## src/rtl/fifo_pkg.sv

```systemverilog
// Shared asynchronous FIFO definitions: default pointer width and the Gray/binary
// conversions used by both the read- and write-domain pointer controllers.
package fifo_pkg;

  localparam int FIFO_PTR_WIDTH = 4;
  localparam int PTR_W1         = FIFO_PTR_WIDTH + 1;

  function automatic logic [PTR_W1-1:0] bin2gray(input logic [PTR_W1-1:0] v);
    return (v >> 1) ^ v;
  endfunction

  // Each binary bit is the XOR of all Gray bits at and above it.
  function automatic logic [PTR_W1-1:0] gray2bin(input logic [PTR_W1-1:0] v);
    logic [PTR_W1-1:0] b;
    b[PTR_W1-1] = v[PTR_W1-1];
    for (int i = PTR_W1 - 2; i >= 0; i--) begin
      b[i] = b[i+1] ^ v[i];
    end
    return b;
  endfunction

endpackage

```

## src/rtl/sync_2ff.sv

```systemverilog
// Two-flop synchroniser for Gray-coded pointers crossing into another clock domain.
module sync_2ff #(
  parameter int WIDTH = 1
) (
  input  logic             clk,
  input  logic             rst,
  input  logic [WIDTH-1:0] d,
  output logic [WIDTH-1:0] q
);

  logic [WIDTH-1:0] stage1;

  always_ff @(posedge clk or posedge rst) begin
    if (rst) begin
      stage1 <= '0;
      q      <= '0;
    end else begin
      stage1 <= d;
      q      <= stage1;
    end
  end

endmodule

```

## src/rtl/rptr_empty_ctrl.sv

```systemverilog
// Read-domain pointer controller: advances the read pointers on accepted reads and
// derives registered empty/almost_empty/occupancy from the synchronised write pointer.
module rptr_empty_ctrl
  import fifo_pkg::*;
#(
  parameter int PTR_WIDTH = fifo_pkg::FIFO_PTR_WIDTH,
  parameter int AE_THRESH = 2
) (
  input  logic                 rclk,
  input  logic                 rrst,
  input  logic                 ren,
  input  logic                 clr_underflow,
  input  logic [PTR_WIDTH:0]   wptr_gray,
  output logic [PTR_WIDTH:0]   rptr_bin,
  output logic [PTR_WIDTH:0]   rptr_gray,
  output logic [PTR_WIDTH-1:0] raddr,
  output logic                 empty,
  output logic                 almost_empty,
  output logic [PTR_WIDTH:0]   rd_count,
  output logic                 underflow,
  output logic                 underflow_sticky
);

  localparam logic [PTR_WIDTH:0] AE_LIMIT = AE_THRESH[PTR_WIDTH:0];

  logic [PTR_WIDTH:0] wq2_wptr_gray;
  logic [PTR_WIDTH:0] wbin_sync;
  logic [PTR_WIDTH:0] rbin_next;
  logic [PTR_WIDTH:0] rgray_next;
  logic [PTR_WIDTH:0] count_next;
  logic               rd_fire;

  sync_2ff #(.WIDTH(PTR_WIDTH + 1)) u_wptr_sync (
    .clk (rclk),
    .rst (rrst),
    .d   (wptr_gray),
    .q   (wq2_wptr_gray)
  );

  // Flags and count are computed from the post-read pointer so that the read
  // draining the last entry raises empty on its own edge.
  always_comb begin
    rd_fire    = ren && !empty;
    rbin_next  = rptr_bin + {{PTR_WIDTH{1'b0}}, rd_fire};
    rgray_next = bin2gray(rbin_next);
    wbin_sync  = gray2bin(wq2_wptr_gray);
    count_next = wbin_sync - rbin_next;
  end

  assign raddr     = rptr_bin[PTR_WIDTH-1:0];
  assign underflow = ren && empty;

  always_ff @(posedge rclk or posedge rrst) begin
    if (rrst) begin
      rptr_bin     <= '0;
      rptr_gray    <= '0;
      empty        <= 1'b1;
      almost_empty <= 1'b1;
      rd_count     <= '0;
    end else begin
      rptr_bin     <= rbin_next;
      rptr_gray    <= rgray_next;
      empty        <= (rgray_next == wq2_wptr_gray);
      almost_empty <= (count_next <= AE_LIMIT);
      rd_count     <= count_next;
    end
  end

  // A fresh underflow outranks a simultaneous clear so no event is lost.
  always_ff @(posedge rclk or posedge rrst) begin
    if (rrst) begin
      underflow_sticky <= 1'b0;
    end else if (underflow) begin
      underflow_sticky <= 1'b1;
    end else if (clr_underflow) begin
      underflow_sticky <= 1'b0;
    end
  end

endmodule

```

## config.mk

```make
export PLATFORM = sky130hd
export DESIGN_NAME = rptr_empty_ctrl
export DESIGN_NICKNAME = d
export VERILOG_FILES = /design/src/rtl/fifo_pkg.sv /design/src/rtl/sync_2ff.sv /design/src/rtl/rptr_empty_ctrl.sv
export SDC_FILE = /design/constraint.sdc
export NUM_CORES = 1
export LEC_CHECK = 0
export BUFFER_PORTS_ARGS = -buffer_cell sky130_fd_sc_hd__buf_4
export CORE_UTILIZATION = 46
export CTS_CLUSTER_DIAMETER = 50
export CTS_CLUSTER_SIZE = 40
export DETAILED_ROUTE_END_ITERATION = 8
export PLACE_DENSITY = 0.75
export SLEW_MARGIN = 0
export SYNTH_ARGS = -nofsm -noshare
export SYNTH_HDL_FRONTEND = slang
export SYNTH_SLANG_ARGS = --single-unit
```

## constraint.sdc

```tcl
create_clock -name rclk -period 2.5 [get_ports rclk]
set_clock_uncertainty 0.2 [all_clocks]
set_input_delay 0.25 -clock rclk [delete_from_list [all_inputs] [get_ports rclk]]
set_output_delay 0.25 -clock rclk [all_outputs]
set_load 0.02 [all_outputs]
```

==> impl_metrics.ini, run 1 <==
[grt]
grt_util_all_layers_pct = 16.0
grt-ovfl-total = 0
busiest_layer = met2
grt_pass1_vias = 758
grt_pass1_wl_mm = 3.15
grt_start_max_net_pins = 28
met3_usage_pct = 3.45
use_met2_pct = 26.7
antenna_found_initial = 0
grt.met1_usage_pct = 19.7

[die]
die_y_um = 53.3
ioPinCount = 32
initial_core_util_pct = 48.8
die_w_um = 53.3
die-area_um2 = 2840
rows = 18
core-area_um2 = 2480

[sta]
fin_crit_sh_pct = 104
finalSetupTns_ns = -0.0911
setup_viol = 1
worst_slew_pin_slew_ns = 0.420
fin_ws_ns = -0.0911
slew_headroom_pct = 71.8
grt_setup_unrepaired = true
finalCriticalPeriod_ns = 2.59
finalHoldViolCount = 0
fmaxAchievable_mhz = 386
maxSlewViolCount = 0

[synthesis]
synth.net_count = 105
synth_area_um2 = 1210
synthCells = 89
avgSynthCellArea_um2 = 13.6
synth_cell_type_count = 22
synth_seq_area_share_pct = 56.1
ys_warn_count = 0
synth-seq-cells = 27

[critical_path]
crit_chain = xor3_2, xor2_2, xnor2_1, ha_1, inv_1, fa_2, xor2_1, a2111oi_2
crit_path_top_delay_cell = xor3_2
path_buf_inv = 1
cp-end-kind = register
r2r-start = u_wptr_sync.q[4]
arrival_ns = 2.62
r2r-end = almost_empty
reg2reg_slack_ns = -0.09
crit_type = reg2reg
slowest_delay_ns = 0.47
cp.depth = 8
path_max_fanout = 2
r2r_cells = 8
crit_path_end = almost_empty
crit_family = XOR/XNOR gates
worstPathRequired_ns = 2.53
start_kind = register
crit_start = u_wptr_sync.q[4]

[pwr]
p_comb_share_pct = 63.0
irDropWorstVdd_uv = 915
clock_power_share_pct = 7.6
netSwitchingFraction_pct = 42.0
p_leak_uw = 0.000816
p_total_uw = 2410
seq_power_share_pct = 29.4
internal_power_uw = 1400
switchingPower_uw = 1010
cellPowerDensity_nw_per_um2 = 1470

[route]
wl_mm = 1.97
drtAntennaViolNets = 0
drt_pass1_iterations = 4
drc = 0
vias_per_cell = 4.70
wire_per_inst_um = 11.9
dr_total_vias = 775
drt_iter0_markers = 7

[clock_tree]
cts-root-buf = clkbuf_4
clkSlewWorstSetupHoldPaths_ns = 0.14
cts_tree = yes
cts_buffer_depth = 2
cts_sinks = 27
clock_latency_ns = 0.32
numCtsBuffers = 3
h-tree-depth = 1

[flow_run]
cap_viol_max_count = 0

[hold_path]
hp-class = in2reg

[layout]
syn2layout_area_growth_pct = 36.1
diodes = 0
drive_above_1_share_pct = 40.0
final_nets = 152

[place]
io_buffers = 31
dpl.hpwl_mm = 1.41
place_congestion = 0.748

[outcome]
status = complete, but fails checks
failed_checks = setup timing
## placed cells by master, fill, tap and decap left out
cell type,instances
buf_4,42
dfrtp_1,25
xnor2_1,13
inv_1,8
dlygate4sd3_1,7
ha_1,6
xor2_1,5
a21o_1,3
clkbuf_4,3
nor2b_1,2
nand3_1,2
xnor2_2,2
a21oi_1,2
dfstp_2,2
nand2_1,1
xor3_2,1
xor2_2,1
nand4_1,1
xor3_1,1
a31oi_4,1
and4b_1,1
a311oi_1,1
and2_1,1
and3b_1,1
a2111oi_2,1
fa_2,1
clkbuf_1,1
## metal layers
layer  routed length (um)  vias to the layer above  share of wire, %
met5                    0                        -                 0
met4                   31                        0               1.6
met3                   93                        4               4.7
met2                  918                       27                47
met1                  924                      373                47
li1                     -                      371                 -
## cell usage after synthesis (all sizes together)
cell type,instances,area share (%)
a31oi,1,0.52
a21o,3,1.9
dfstp,2,4.3
buf,7,4.3
nand3,2,0.83
dfrtp,25,52
a21oi,2,0.83
and4b,1,0.83
nand4,1,0.52
xnor2,15,11
and2,1,0.52
xor3,2,4.0
nand2,1,0.31
a311oi,1,0.72
fa,1,1.7
xor2,6,4.3
nor2b,2,1.0
a2111oi,1,1.2
inv,8,2.5
and3b,1,0.72
ha,6,6.2
## kinds of logic after synthesis
| family | after synthesis | share of synthesized area (%) |
|---|---|---|
| AOI/OAI and AO/OA | 8 | 5.18 |
| xor gates and xnor gates | 23 | 19.3 |
| adders and majority gates | 7 | 7.87 |
| buffers and inverters | 15 | 6.83 |
| DFF | 27 | 56.1 |
| and+or+nand+nor | 9 | 4.76 |
## power by group through the flow
| stage | registers [uW] | logic [uW] | clock network (uW) |
|---|---|---|---|
| 2_1_floorplan | 854 | 887 | 0 |
| 3_3_place_gp | 715 | 1420 | 0 |
| 3_5_place_dp | 724 | 1440 | 0 |
| 4_1_cts | 713 | 1460 | 194 |
| 5_1_grt | 731 | 1660 | 208 |
| 6_report | 710 | 1520 | 183 |
## worst register-to-register path, cell delays in order, from the launching register on
cell and delay, ns:
dfrtp_1 0.39, xor3_2 0.47, xor2_2 0.20, xnor2_1 0.15, ha_1 0.16, inv_1 0.06, fa_2 0.38, xor2_1 0.20
a2111oi_2 0.29
## timing repair
item | 4_1_cts | 5_1_grt
setup endpoints to repair | 1 | 2
endpoints found under the hold margin | 31 | 0
gates resized for setup | 0 | 3
setup buffers | 1 | 1
hold buffers | 7 | 0
pin swaps | 4 | 0
## state kept, by name (all words and copies together), names as in the netlist
name                cells
almost_empty            1
rd_count                5
underflow_sticky        1
rptr_gray               4
rptr_bin                5
u_wptr_sync.stage1      5
u_wptr_sync.q           5
empty                   1
## layout make-up
type	count	area [um^2]
clock buffers	4	26.3
fillers	196	832
inverters	8	30.0
multi-input cells	47	488
flip-flops and latches	27	678
well taps	30	37.5
repair buffers	49	385
## through the flow
stage | setup slack (ns) | instances | utilization [%] | hold slack [ns] | area, um^2
2_1_floorplan | -0.0822 | 89 | - | 0.0814 | 1230
6_report | -0.0911 | 165 | 66.4 | 0.0659 | 1650
5_1_grt | -0.249 | 165 | 66.4 | 0.0627 | 1650
4_1_cts | -0.0815 | 164 | 65.2 | 0.0585 | 1620
3_5_place_dp | -0.0938 | 152 | 61.0 | 0.136 | 1510
3_3_place_gp | -0.0330 | 152 | 61.0 | 0.127 | 1510
## worst min-delay path by stage
| stage | depth (start not counted) | end | from |
|---|---|---|---|
| 5_1_grt | 3 | underflow_sticky | ren |
| 3_5_place_dp | 3 | rd_count[2] | rrst |
| 3_3_place_gp | 3 | u_wptr_sync.stage1[0] | rrst |
| 2_1_floorplan | 0 | u_wptr_sync.stage1[0] | wptr_gray[0] |
| 6_report | 3 | underflow_sticky | ren |
| 4_1_cts | 3 | underflow_sticky | ren |
Power figures use the tool's default switching activity.
==> run 2, diff against run 1 <==
--- a/config.mk
+++ b/config.mk
@@ -14,4 +14,5 @@
 export SLEW_MARGIN = 0
 export SYNTH_ARGS = -nofsm -noshare
 export SYNTH_HDL_FRONTEND = slang
+export SYNTH_HIERARCHICAL = 1
 export SYNTH_SLANG_ARGS = --single-unit
==> run 2 against run 1 <==
  * The run still ends with setup timing left
  * Fmax fell by 1.8%
  * Critical path type unchanged
  * Largest cell class unchanged
  * Utilization rose by 0.25 points
  * Sequential share of layout area fell by 0.16 points
  * Critical endpoint unchanged
  * Register-to-register slack got worse by 0.05 ns
==> impl_metrics.ini, run 2 <==
[pwr]
cellPowerDensity_nw_per_um2 = 1470
netSwitchingFraction_pct = 42.0
switchingPower_uw = 1020
p_comb_share_pct = 63.9
internal_power_uw = 1410
irDropWorstVdd_uv = 1100
p_total_uw = 2440
clock_power_share_pct = 7.6
seq_power_share_pct = 28.5
p_leak_uw = 0.000820

[synthesis]
synth_top_family_by_area = XOR/XNOR gates
synth_cell_type_count = 22
yosys.area.top_type = dfrtp_1
ys.flop_type = dfrtp_1
ys_warn_count = 6
synth_seq_area_share_pct = 55.9
synthArstFlopShare_pct = 100
avgSynthCellArea_um2 = 13.5
synthCells = 90
synth_simple_gate_area_share_pct = 4.75
synthMuxAreaShare_pct = 0
synth_xor_area_share_pct = 19.2
synth-compound-area-share_pct = 5.16
synth.net_count = 106
synth_fa_ha_area_share_pct = 7.84
synth-seq-cells = 27
synthTopCellsByCount = 25 x dfrtp_1, 15 x xnor2_1, 9 x inv_1
yosysMostFrequentCell = dfrtp_1
yosys-top-cells-area = dfrtp_1 52%, xnor2_1 11%, ha_1 6.2%, buf_4 4.3%, dfstp_2 4.3%
synth_area_um2 = 1210
synth_top_area_share_pct = 51.6
synth_edf_count = 0

[critical_path]
slowest_delay_ns = 0.42
worstPathRequired_ns = 2.54
crit_path_top_delay_cell = dfrtp_1
cp-end-kind = register
crit_chain = xor3_2, xor2_2, xnor2_1, ha_1, inv_1, fa_2, a31oi_4, xnor2_2, a2111oi_2
crit_type = reg2reg
arrival_ns = 2.68
reg2reg_slack_ns = -0.14
path_max_fanout = 2
start_kind = register
r2r_cells = 9

[hold_path]
hp-class = in2reg
holdPathStages = 3

[sta]
finalCriticalPeriod_ns = 2.64
grt_setup_unrepaired = true
fin_crit_sh_pct = 106
maxSlewViolCount = 0
fin_ws_ns = -0.138
setup_viol = 1
finalHoldViolCount = 0
fmaxAchievable_mhz = 379
slew_headroom_pct = 57.2
worst_slew_pin_slew_ns = 0.641

[layout]
syn2layout_area_growth_pct = 36.2
layout_common_cells = 42 x buf_4, 25 x dfrtp_1, 13 x xnor2_1
n_fill_cell = 180
diodes = 0
final_nets = 153
final_common_cell = buf_4
post-route-cell-area_um2 = 1650
drive_above_1_share_pct = 40.4

[die]
die-area_um2 = 2850
rows = 18
initial_core_util_pct = 48.9
die_y_um = 53.3
ioPinCount = 32
core-area_um2 = 2480
die_w_um = 53.3

[grt]
antenna_found_initial = 0
grt_util_all_layers_pct = 15.7
grt_pass1_wl_mm = 3.08
grt_pass1_vias = 720
grt_start_max_net_pins = 18
grt-ovfl-total = 0

[clock_tree]
h-tree-depth = 1
cts_sinks = 27
cts_buffer_depth = 2
clkSlewWorstSetupHoldPaths_ns = 0.14
numCtsBuffers = 3
clock_latency_ns = 0.33
cts-root-buf = clkbuf_4
cts_tree = yes

[place]
dpl.hpwl_mm = 1.52
placed_cell_area_um2 = 1520
place_ws_ns = -0.190
place_congestion = 0.740
io_buffers = 31

[route]
drc = 0
drtAntennaViolNets = 0
dr_total_vias = 763
drt_iter0_markers = 5
drt_pass1_iterations = 4
wire_per_inst_um = 12.3
vias_per_cell = 4.60
wl_mm = 2.04

[outcome]
failed_checks = setup timing
status = complete, but fails checks

[flow_run]
cap_viol_max_count = 0
run 2: changes by cell type in the layout (fill, tap and decap cells not counted), sizes merged:
cell	change
inv	+1
run 2: power by group through the flow:
| stage | sequential [uW] | clock [uW] | combinational (uW) |
|---|---|---|---|
| 5_1_grt | 714 | 205 | 1680 |
| 3_3_place_gp | 698 | 0 | 1450 |
| 6_report | 694 | 185 | 1560 |
| 4_1_cts | 694 | 190 | 1540 |
| 2_1_floorplan | 854 | 0 | 887 |
| 3_5_place_dp | 704 | 0 | 1480 |
run 2: final timing paths:
check,startpoint,to
setup / recovery,u_wptr_sync/q[3],almost_empty
hold / removal,ren,underflow_sticky
setup reg to reg,u_wptr_sync/q[3],almost_empty
hold reg to reg,u_wptr_sync/stage1[1],u_wptr_sync/q[1]
max in group asynchronous,rrst,rptr_bin[3]
min in group asynchronous,rrst,u_wptr_sync/q[1]
run 2: metrics by stage:
stage	cells	setup TNS (ns)	hold WS [ns]	util, %
detailed placement	154	-0.201	0.0530	61.5
finish	166	-0.138	0.0504	66.7
global route	166	-0.288	0.0567	66.7
global placement	154	-0.0353	0.0409	61.5
floorplan	90	-0.0822	-0.110	-
CTS	166	-0.139	0.0474	66.3
run 2: cell type report:
cell class | instances | area, um^2 | share of cell area, %
Tap cell | 30 | 37.5 | 2.27
Multi-Input combinational cell | 47 | 490 | 29.7
Inverter | 9 | 33.8 | 2.05
Clock buffer | 4 | 26.3 | 1.59
Sequential cell | 27 | 678 | 41.1
Timing Repair Buffer | 49 | 385 | 23.3
run 2: per-layer routing:
layer  routed length [um]  track usage [%]  part of all wire (%)
met5                    0                0                     0
met4                   40             6.58                   2.0
met2                  965             26.7                    47
met1                  938             19.4                    46
met3                   92             2.59                   4.5
run 2: cell families (layout without fill, tap and decap cells):
group	count (synthesis)	after routing
compound gates	8	8
fa+ha+maj	7	7
simple gates	9	9
flops	27	27
xor+xnor	23	23
buf+inv	16	62
run 2: critical path, delay by kind of cell (launching register included):
family	cells	cell delay, ns
adders and majority gates	2	0.55
xor gates and xnor gates	4	0.89
AOI/OAI and AO/OA	2	0.43
DFF	1	0.42
buffers and inverters	1	0.06
run 2: repair_timing:
action	in CTS	in global routing
pin swaps	2	0
resized for setup	2	2
setup buffers	1	0
hold endpoints to repair	31	0
hold buffers	7	0
setup endpoints to repair	2	3
==> run 3, diff against run 2 <==
--- a/config.mk
+++ b/config.mk
@@ -6,11 +6,12 @@
 export NUM_CORES = 1
 export LEC_CHECK = 0
 export BUFFER_PORTS_ARGS = -buffer_cell sky130_fd_sc_hd__buf_4
-export CORE_UTILIZATION = 46
+export CORE_UTILIZATION = 51
 export CTS_CLUSTER_DIAMETER = 50
 export CTS_CLUSTER_SIZE = 40
 export DETAILED_ROUTE_END_ITERATION = 8
-export PLACE_DENSITY = 0.75
+export PLACE_DENSITY = 0.79
+export SKIP_LAST_GASP = 1
 export SLEW_MARGIN = 0
 export SYNTH_ARGS = -nofsm -noshare
 export SYNTH_HDL_FRONTEND = slang
==> constraint.sdc (replaced) <==
create_clock -name rclk -period 2.55 [get_ports rclk]
set_clock_uncertainty 0.2 [all_clocks]
set_input_delay 0.255 -clock rclk [delete_from_list [all_inputs] [get_ports rclk]]
set_output_delay 0.255 -clock rclk [all_outputs]
set_load 0.02 [all_outputs]
==> run 3 against run 2 <==
  * The run still ends with setup timing left
  * Hold slack better by 0.013 ns
  * Fmax is 0.77% higher
  * Combinational power is 7% lower
  * Sequential power is 0.7% higher
  * Via count is 0.39% higher
  * Design area is 1.4% lower
==> impl_metrics.ini, run 3 (synthesis gave the netlist of run 2 again) <==
[outcome]
status = complete, but fails checks
failed_checks = setup timing

[clock_tree]
cts_tree = yes
clkSlewWorstSetupHoldPaths_ns = 0.14
cts-root-buf = clkbuf_4
numCtsBuffers = 3
cts_buffer_depth = 2
cts_sinks = 27
h-tree-depth = 1
clock_latency_ns = 0.32

[die]
die-area_um2 = 2580
ioPinCount = 32
core-area_um2 = 2230
initial_core_util_pct = 54.3
die_w_um = 50.8
die_y_um = 50.8
rows = 17

[critical_path]
arrival_ns = 2.64
worstPathRequired_ns = 2.57
crit_type = reg2reg
r2r-start = u_wptr_sync/q[4]
r2r_cells = 7
r2r-end = almost_empty
reg2reg_slack_ns = -0.07
path_max_fanout = 2
cp-end-kind = register
start_kind = register

[pwr]
p_total_uw = 2330
p_leak_uw = 0.000809
irDropWorstVdd_uv = 943
cellPowerDensity_nw_per_um2 = 1430

[route]
drtAntennaViolNets = 0
drt_pass1_iterations = 2
wire_per_inst_um = 12.6
vias_per_cell = 4.70
drc = 0
drt_iter0_markers = 6
dr_total_vias = 766
wl_mm = 2.06

[layout]
syn2layout_area_growth_pct = 34.3
multi_input_area_um2 = 477
final_common_cell = buf_4
diodes = 0
layout_common_cells = 41 x buf_4, 25 x dfrtp_1, 14 x xnor2_1
drive_above_1_share_pct = 40.0
n_fill_cell = 158
final_nets = 152
fin_util_pct = 72.9
seq_area_um2 = 678
post-route-cell-area_um2 = 1630

[grt]
antenna_found_initial = 0
grt_start_max_net_pins = 18
grt-ovfl-total = 0
grt_pass1_vias = 762
grt_util_all_layers_pct = 18.4
grt_pass1_wl_mm = 3.35

[sta]
finalHoldViolCount = 0
worst_slew_pin_slew_ns = 0.646
finalCriticalPeriod_ns = 2.62
setup_viol = 1
fin_ws_ns = -0.0684
grt_setup_unrepaired = true
maxSlewViolCount = 0
slew_headroom_pct = 56.9
fin_crit_sh_pct = 103
fmaxAchievable_mhz = 382

[place]
place_congestion = 0.855
dpl.hpwl_mm = 1.52
place_ws_ns = -0.111
placed_cell_area_um2 = 1500
io_buffers = 31

[flow_run]
cap_viol_max_count = 0

[hold_path]
hold_end = underflow_sticky
hp-class = in2reg
worstHoldStart = ren
holdPathStages = 3
run 3: cell types whose count changed in the layout (fill, tap and decap cells not counted):
cell,delta
a31oi_2,+1
a31oi_4,-1
buf_4,-1
nor2b_1,-1
nor2b_2,+1
xnor2_1,+1
xnor2_2,-1
run 3: worst max path at each step:
stage / start / to / slack, ns / cells past startpoint
floorplan: u_wptr_sync/q[3] / almost_empty / -0.03 / 9
global placement: u_wptr_sync/q[3] / almost_empty / 0.02 / 9
detailed placement: u_wptr_sync/q[2] / almost_empty / -0.11 / 9
CTS: u_wptr_sync/q[4] / almost_empty / -0.09 / 9
global route: u_wptr_sync/q[3] / almost_empty / -0.22 / 8
finish: u_wptr_sync/q[4] / almost_empty / -0.07 / 7
run 3: critical path, stage by stage (launching register included):
cell and delay [ns]:
dfrtp_1 0.38, xor3_2 0.47, xor2_2 0.20, xnor2_1 0.14, ha_1 0.20, inv_1 0.10, fa_2 0.47, a2111oi_2 0.37
run 3: routing by layer:
metal	track usage, %	wire (um)
met4	9.72	29
met5	0	0
met1	22.7	905
met2	31.6	1060
met3	2.12	62
run 3: through the flow:
stage	setup TNS (ns)	hold slack [ns]	instances
2_1_floorplan	-0.0322	-0.105	90
3_3_place_gp	0	0.0450	149
3_5_place_dp	-0.111	0.0511	149
4_1_cts	-0.0885	0.00344	161
5_1_grt	-0.222	0.0824	163
6_report	-0.0684	0.0632	163
run 3: where the power goes:
part	total [uW]	internal [uW]	switching (uW)
Sequential	699	589	110
Combinational	1450	697	752
Clock	179	61.1	118
run 3: layout make-up:
class,count,share of cell area (%)
Timing Repair Buffer,48,23.2
Clock buffer,4,1.61
Inverter,9,2.08
Tap cell,28,2.15
Multi-Input combinational cell,47,29.3
Sequential cell,27,41.7
run 3: timing repair:
action | CTS | global route
hold buffers | 6 | 1
setup endpoints to repair | 1 | 2
buffers inserted | 2 | 1
pin swaps | 3 | 1
resized for setup | 1 | 2
endpoints found under the hold margin | 30 | 1
